`src/rtl/VX_ag_tcu_pkg.sv`:
```
// Shared AG-TCU definitions: PE index constants and the PE select field type.
package VX_ag_tcu_pkg;

  localparam int AG_TCU_PE_FP    = 0;
  localparam int AG_TCU_PE_INT   = 1;
  localparam int AG_TCU_PE_COUNT = 2;
  localparam int AG_TCU_PE_SEL_W = $clog2(AG_TCU_PE_COUNT);

  typedef logic [AG_TCU_PE_SEL_W-1:0] ag_tcu_pe_sel_t;

endpackage

```
`src/rtl/ag_tcu_order_fifo.sv`:
```
// Synchronous FIFO with wrap-bit pointers; push while full and pop while empty are ignored.
module ag_tcu_order_fifo #(
  parameter int WIDTH = 1,
  parameter int DEPTH = 8,
  localparam int PTR_W = $clog2(DEPTH)
) (
  input  logic             clk,
  input  logic             reset,
  input  logic             push,
  input  logic [WIDTH-1:0] push_data,
  input  logic             pop,
  output logic [WIDTH-1:0] pop_data,
  output logic             full,
  output logic             empty
);

  logic [WIDTH-1:0] mem [DEPTH];
  logic [PTR_W:0]   wr_ptr;
  logic [PTR_W:0]   rd_ptr;

  assign empty    = (wr_ptr == rd_ptr);
  assign full     = (wr_ptr[PTR_W] != rd_ptr[PTR_W]) &&
                    (wr_ptr[PTR_W-1:0] == rd_ptr[PTR_W-1:0]);
  assign pop_data = mem[rd_ptr[PTR_W-1:0]];

  always_ff @(posedge clk or negedge reset) begin
    if (!reset) begin
      wr_ptr <= '0;
      rd_ptr <= '0;
    end else begin
      if (push && !full) wr_ptr <= wr_ptr + (PTR_W+1)'(1);
      if (pop && !empty) rd_ptr <= rd_ptr + (PTR_W+1)'(1);
    end
  end

  // Storage needs no reset: entries are only read between push and pop.
  always_ff @(posedge clk) begin
    if (push && !full) mem[wr_ptr[PTR_W-1:0]] <= push_data;
  end

endmodule

```
`src/rtl/ag_tcu_pe_arb.sv`:
```
// Steers execute requests to PEs under per-PE credit limits and retires PE
// responses strictly in issue order through one registered response port.
module ag_tcu_pe_arb
  import VX_ag_tcu_pkg::*;
#(
  parameter int PE_COUNT        = AG_TCU_PE_COUNT,
  parameter int DATAW           = 64,
  parameter int TAG_W           = 8,
  parameter int MAX_OUTSTANDING = 4,
  parameter int ORDER_DEPTH     = 8,
  localparam int PE_SEL_W       = $clog2(PE_COUNT)
) (
  input  logic                      clk,
  input  logic                      reset,
  input  logic                      req_valid,
  output logic                      req_ready,
  input  logic [PE_SEL_W-1:0]       req_pe_sel,
  input  logic [TAG_W-1:0]          req_tag,
  output logic [PE_COUNT-1:0]       pe_req_valid,
  input  logic [PE_COUNT-1:0]       pe_req_ready,
  output logic [TAG_W-1:0]          pe_req_tag,
  input  logic [PE_COUNT-1:0]       pe_rsp_valid,
  output logic [PE_COUNT-1:0]       pe_rsp_ready,
  input  logic [PE_COUNT*TAG_W-1:0] pe_rsp_tag,
  input  logic [PE_COUNT*DATAW-1:0] pe_rsp_data,
  output logic                      rsp_valid,
  input  logic                      rsp_ready,
  output logic [TAG_W-1:0]          rsp_tag,
  output logic [DATAW-1:0]          rsp_data,
  output logic [PE_SEL_W-1:0]       rsp_pe,
  output logic                      busy
);

  // Handshakes: a transfer happens on any edge where valid & ready are both 1;
  // ready never depends on valid, and a valid source holds its payload until taken.

  localparam int CRED_W = $clog2(MAX_OUTSTANDING + 1);
  localparam logic [PE_SEL_W:0]   SEL_LIMIT = (PE_SEL_W+1)'(PE_COUNT);
  localparam logic [CRED_W-1:0]   CRED_MAX  = CRED_W'(MAX_OUTSTANDING);

  logic [CRED_W-1:0]   credit [PE_COUNT];
  logic [PE_SEL_W-1:0] head;
  logic                fifo_full;
  logic                fifo_empty;
  logic                sel_in_range;
  logic                sel_ok;
  logic                issue_fire;
  logic                rsp_fire;
  logic                out_free;
  logic [PE_COUNT-1:0] inc;
  logic [PE_COUNT-1:0] dec;

  assign pe_req_tag = req_tag;
  assign busy       = !fifo_empty || rsp_valid;

  always_comb begin
    pe_req_valid = '0;
    pe_rsp_ready = '0;
    req_ready    = 1'b0;
    sel_in_range = ({1'b0, req_pe_sel} < SEL_LIMIT);
    sel_ok       = 1'b0;
    if (sel_in_range) begin
      sel_ok                   = !fifo_full && (credit[req_pe_sel] < CRED_MAX);
      pe_req_valid[req_pe_sel] = req_valid && sel_ok;
      req_ready                = sel_ok && pe_req_ready[req_pe_sel];
    end
    issue_fire = req_valid && req_ready;
    out_free   = !rsp_valid || rsp_ready;
    // Only the oldest outstanding PE may hand back a response; a zero credit blocks it.
    if (!fifo_empty) pe_rsp_ready[head] = out_free && (credit[head] != '0);
    rsp_fire = |(pe_rsp_valid & pe_rsp_ready);
    for (int i = 0; i < PE_COUNT; i++) begin
      inc[i] = issue_fire && (req_pe_sel == PE_SEL_W'(i));
      dec[i] = rsp_fire && (head == PE_SEL_W'(i));
    end
  end

  ag_tcu_order_fifo #(
    .WIDTH (PE_SEL_W),
    .DEPTH (ORDER_DEPTH)
  ) u_order_fifo (
    .clk       (clk),
    .reset     (reset),
    .push      (issue_fire),
    .push_data (req_pe_sel),
    .pop       (rsp_fire),
    .pop_data  (head),
    .full      (fifo_full),
    .empty     (fifo_empty)
  );

  always_ff @(posedge clk or negedge reset) begin
    if (!reset) begin
      for (int i = 0; i < PE_COUNT; i++) credit[i] <= '0;
    end else begin
      for (int i = 0; i < PE_COUNT; i++) begin
        if (inc[i] && !dec[i])      credit[i] <= credit[i] + CRED_W'(1);
        else if (dec[i] && !inc[i]) credit[i] <= credit[i] - CRED_W'(1);
      end
    end
  end

  always_ff @(posedge clk or negedge reset) begin
    if (!reset) begin
      rsp_valid <= 1'b0;
      rsp_tag   <= '0;
      rsp_data  <= '0;
      rsp_pe    <= '0;
    end else if (rsp_fire) begin
      rsp_valid <= 1'b1;
      rsp_tag   <= pe_rsp_tag[int'(head)*TAG_W +: TAG_W];
      rsp_data  <= pe_rsp_data[int'(head)*DATAW +: DATAW];
      rsp_pe    <= head;
    end else if (rsp_ready) begin
      rsp_valid <= 1'b0;
    end
  end

  sel_range_a: assert property (@(posedge clk) disable iff (!reset)
    req_valid |-> sel_in_range)
    else $error("ag_tcu_pe_arb: req_pe_sel out of range");

  for (genvar g = 0; g < PE_COUNT; g++) begin : g_underflow
    credit_underflow_a: assert property (@(posedge clk) disable iff (!reset)
      pe_rsp_valid[g] |-> (credit[g] != '0))
      else $error("ag_tcu_pe_arb: response from PE %0d with no credit", g);
  end

endmodule

```
`config.mk`:
```
export PLATFORM = sky130hd
export DESIGN_NAME = ag_tcu_pe_arb
export DESIGN_NICKNAME = d
export VERILOG_FILES = /design/src/rtl/VX_ag_tcu_pkg.sv /design/src/rtl/ag_tcu_order_fifo.sv /design/src/rtl/ag_tcu_pe_arb.sv
export SDC_FILE = /design/constraint.sdc
export NUM_CORES = 1
export LEC_CHECK = 0
export ABC_AREA = 1
export CAP_MARGIN = 40
export CORE_MARGIN = 4
export CORE_UTILIZATION = 45
export CTS_CLUSTER_DIAMETER = 80
export DETAILED_ROUTE_END_ITERATION = 10
export GPL_ROUTABILITY_DRIVEN = 1
export PLACE_DENSITY = 0.94
export SYNTH_ARGS = -nofsm -noshare
export SYNTH_HDL_FRONTEND = slang
export SYNTH_SLANG_ARGS = --single-unit
```
`constraint.sdc`:
```
create_clock -name clk -period 4.53 [get_ports clk]
set_clock_uncertainty 0.2 [all_clocks]
set_input_delay 0.906 -clock clk [delete_from_list [all_inputs] [get_ports clk]]
set_output_delay 0.906 -clock clk [all_outputs]
set_load 0.01 [all_outputs]
```
==> qor.txt <==
CTS clock-pin slew for the worst setup and hold paths: 0.06 ns
drt drc: 0
Initial DRC Count: 316
CP max FO: 14
total CTS buffers: 9
HPWL after DPL: 11.1 mm
root buf cell: clkbuf_16
Nets: 1088
DR top layer: met4
RD Place Congestion: 0.885
first-pass GRT wire length: 24.5 mm
Hold Crit Start: rsp_data[34]$_DFFE_PN0N_
utilization after layout: 0.706
vias per cell: 4.93
WP depth: 6
CTS tree: done
CP Launch Type: input pin
# hold bufs at CTS: 0
antenna viol nets, final: 0
CP max-delay cell: clkdlybuf4s50_1
Final Critical Period: 3.87 ns
met2 wire len: 7.55 mm
R2R depth: 12
dpl cells: 1050
Mapped Area: 5170 um^2
Reg-to-Reg End: credit[5]$_DFFE_PN0P_
yosys warns: 0
sequential share of the synthesized area: 0.473
global route overflow: 0
Critical Path End Type: output port
arrival time worst endpoint: 2.76 ns
# IOs: 249
Worst Hold Depth: 2
delay of the slowest cell on the worst path: 0.74 ns
Worst-Margin Slew: 0.828 ns
Routed Wire Length: 15.3 mm
CP Launch Point: req_pe_sel
worst setup path end: pe_req_valid[1]
Avg WL per Cell: 14.3 um
area growth from synthesis to layout: 50.6%
die footprint: 13300 um^2
TNS Setup: 0 ns
Leak: 3.92 nW
largest net degree at the start of global routing: 79
Worst slew margin: 0.448
Initial DRT Pass Iterations: 4
maximum clock rate: 258 MHz
syn_area_per_cell: 7.17 um^2
Die Ht: 115 um
PwrDens: 706 nW/um^2
vias post-DR: 5254
number of global-route vias before repair: 5168
Global Route Usage Sum: 0.229
Final Cell Area: 7780 um^2
RR Startpoint: u_order_fifo.rd_ptr[0]$_DFFE_PN0P_
Syn Inst Count: 721
Hold WC Path Type: flip-flop to flip-flop
Core Box Area: 11000 um^2
Worst Path Buf+Inv: 2
final worst-path cycle share: 0.854
Slew Viols, Final: 0
# Max-Cap Violations: 0
H-tree Lvls: 3
Core Rows: 38
layout cells sized above 1: 0.0389
crit path cell chain: clkdlybuf4s50_1 -> nor2_1 -> a21oi_1 -> nand3_1 -> nor2_1 -> clkdlybuf4s50_1
M1 WL: 5.95 mm
initial antenna violation count: 0
total setup buffers inserted after CTS: 0
Die Width: 115 um
final cell count without fillers: 1066
Crit path max-delay family: buffers and inverters
RSZ-0062 raised after global routing: no
met3 routed WL: 1.39 mm
worst endpoint required time: 3.42 ns
kind of critical path: input pin to output port
port bufs: 232
FF+latch count, synth: 96
Unique masters post-synth: 24
area post-placement: 7460 um^2
Fin. Hold Viols: 0
Max Root-Sink Buffers: 2
status: completed
Worst VDD drop: 0.600 mV
CTS sink count: 96
R2R setup slack: 1.59 ns
Starting Density: 0.468
Post-Synthesis Net Count: 888
post-CTS resize count: 0
# setup viols final: 0
clk_lat worst skew: 0.33 ns
number of diodes: 0
Hold Slack: 0.307 ns
-- worst min path at each step --
stage | endpoint | slack, ns
after global placement | rsp_data[52]$_DFFE_PN0N_ | 0.29
after global routing | rsp_data[45]$_DFFE_PN0N_ | 0.33
after floorplan | credit[2]$_DFFE_PN0P_ | 0.27
final | rsp_data[34]$_DFFE_PN0N_ | 0.31
after detailed placement | rsp_data[54]$_DFFE_PN0N_ | 0.29
after CTS | rsp_data[23]$_DFFE_PN0N_ | 0.31
-- area by class of cell --
cell class	count	area (um^2)
Fill cell	878	3250
Sequential cell	96	2440
Timing Repair Buffer	240	2380
Multi-Input combinational cell	549	2370
Clock buffer	13	260
Tap cell	140	175
Inverter	25	93.8
Clock inverter	3	65.1
-- stage by stage --
| step | power, mW | setup slack (ns) |
|---|---|---|
| 2_1_floorplan | 3.47 | 1.59 |
| 3_3_place_gp | 4.64 | 0.727 |
| 3_5_place_dp | 4.73 | 0.675 |
| 4_1_cts | 5.57 | 0.677 |
| 5_1_grt | 6.01 | 0.494 |
| 6_report | 5.49 | 0.661 |
-- report_power, final --
group          internal (mW)  total [mW]  switching, mW
Sequential              1.26        1.51          0.253
Combinational           1.33        3.17           1.84
Clock                  0.513       0.811          0.298
Total                   3.10        5.49           2.39
-- state kept, by name (all words and copies together) (netlist names) --
signal / cells
credit: 6
rsp_data: 64
rsp_pe: 1
rsp_tag: 8
rsp_valid: 1
u_order_fifo.mem: 8
u_order_fifo.rd_ptr: 4
u_order_fifo.wr_ptr: 4
-- cells by family (layout without fill, tap and decap cells) --
| group | count (synthesis) | after routing | share of synthesized area |
|---|---|---|---|
| AND/OR/NAND/NOR | 524 | 524 | 0.412 |
| flip-flops | 96 | 96 | 0.473 |
| buffers and inverters | 76 | 281 | 0.0700 |
| XOR/XNOR | 9 | 9 | 0.0153 |
| AO/OA/AOI/OAI | 8 | 8 | 0.00871 |
| adder cells (fa/ha/maj) | 6 | 6 | 0.0174 |
| multiplexers | 2 | 2 | 0.00436 |
-- placed cells by master, fill, tap and decap left out, types with 3 or more instances in the layout --
master           instances
nand2_1                411
clkdlybuf4s50_1        231
xnor2_1                  5
nor2_1                  11
nand2_2                  3
a21oi_1                  3
dfrtp_1                 88
xor2_1                   4
nand3_1                 88
nor3_1                   4
edfxtp_1                 8
inv_1                   22
ha_1                     4
o21ai_0                  3
inv_2                    3
buf_4                    9
clkbuf_16                9
-- synth_stat cells, drive strengths merged --
cell,instances,area (um^2)
nand3,90,475
clkbuf,20,75.1
fa,2,40.0
nand4,2,12.5
ha,4,50.1
dfrtp,88,2200
nor2,13,53.8
edfxtp,8,240
nor3,4,20.0
o21ai,3,15.0
buf,31,193
xnor2,5,43.8
mux2,2,22.5
or2,1,6.26
a21oi,3,15.0
inv,25,93.8
xor2,4,35.0
nand2,414,1560
o31ai,2,15.0
-- routing by layer --
layer,vias up,track usage
met4,0,0.0845
li1,2624,-
met2,201,0.395
met1,2398,0.281
met5,-,0
met3,31,0.0526
-- worst reg2reg max path, cell delays in order (launching register included) --
cell and delay (ns):
dfrtp_1 0.54, inv_2 0.11, nand2_1 0.09, nand3_1 0.10
nand3_1 0.12, nand2_2 0.36, nand3_4 0.27, ha_1 0.16
inv_1 0.07, fa_1 0.38, a21oi_1 0.15, o21ai_0 0.12
xor2_1 0.16
Power figures use the tool's default switching activity.
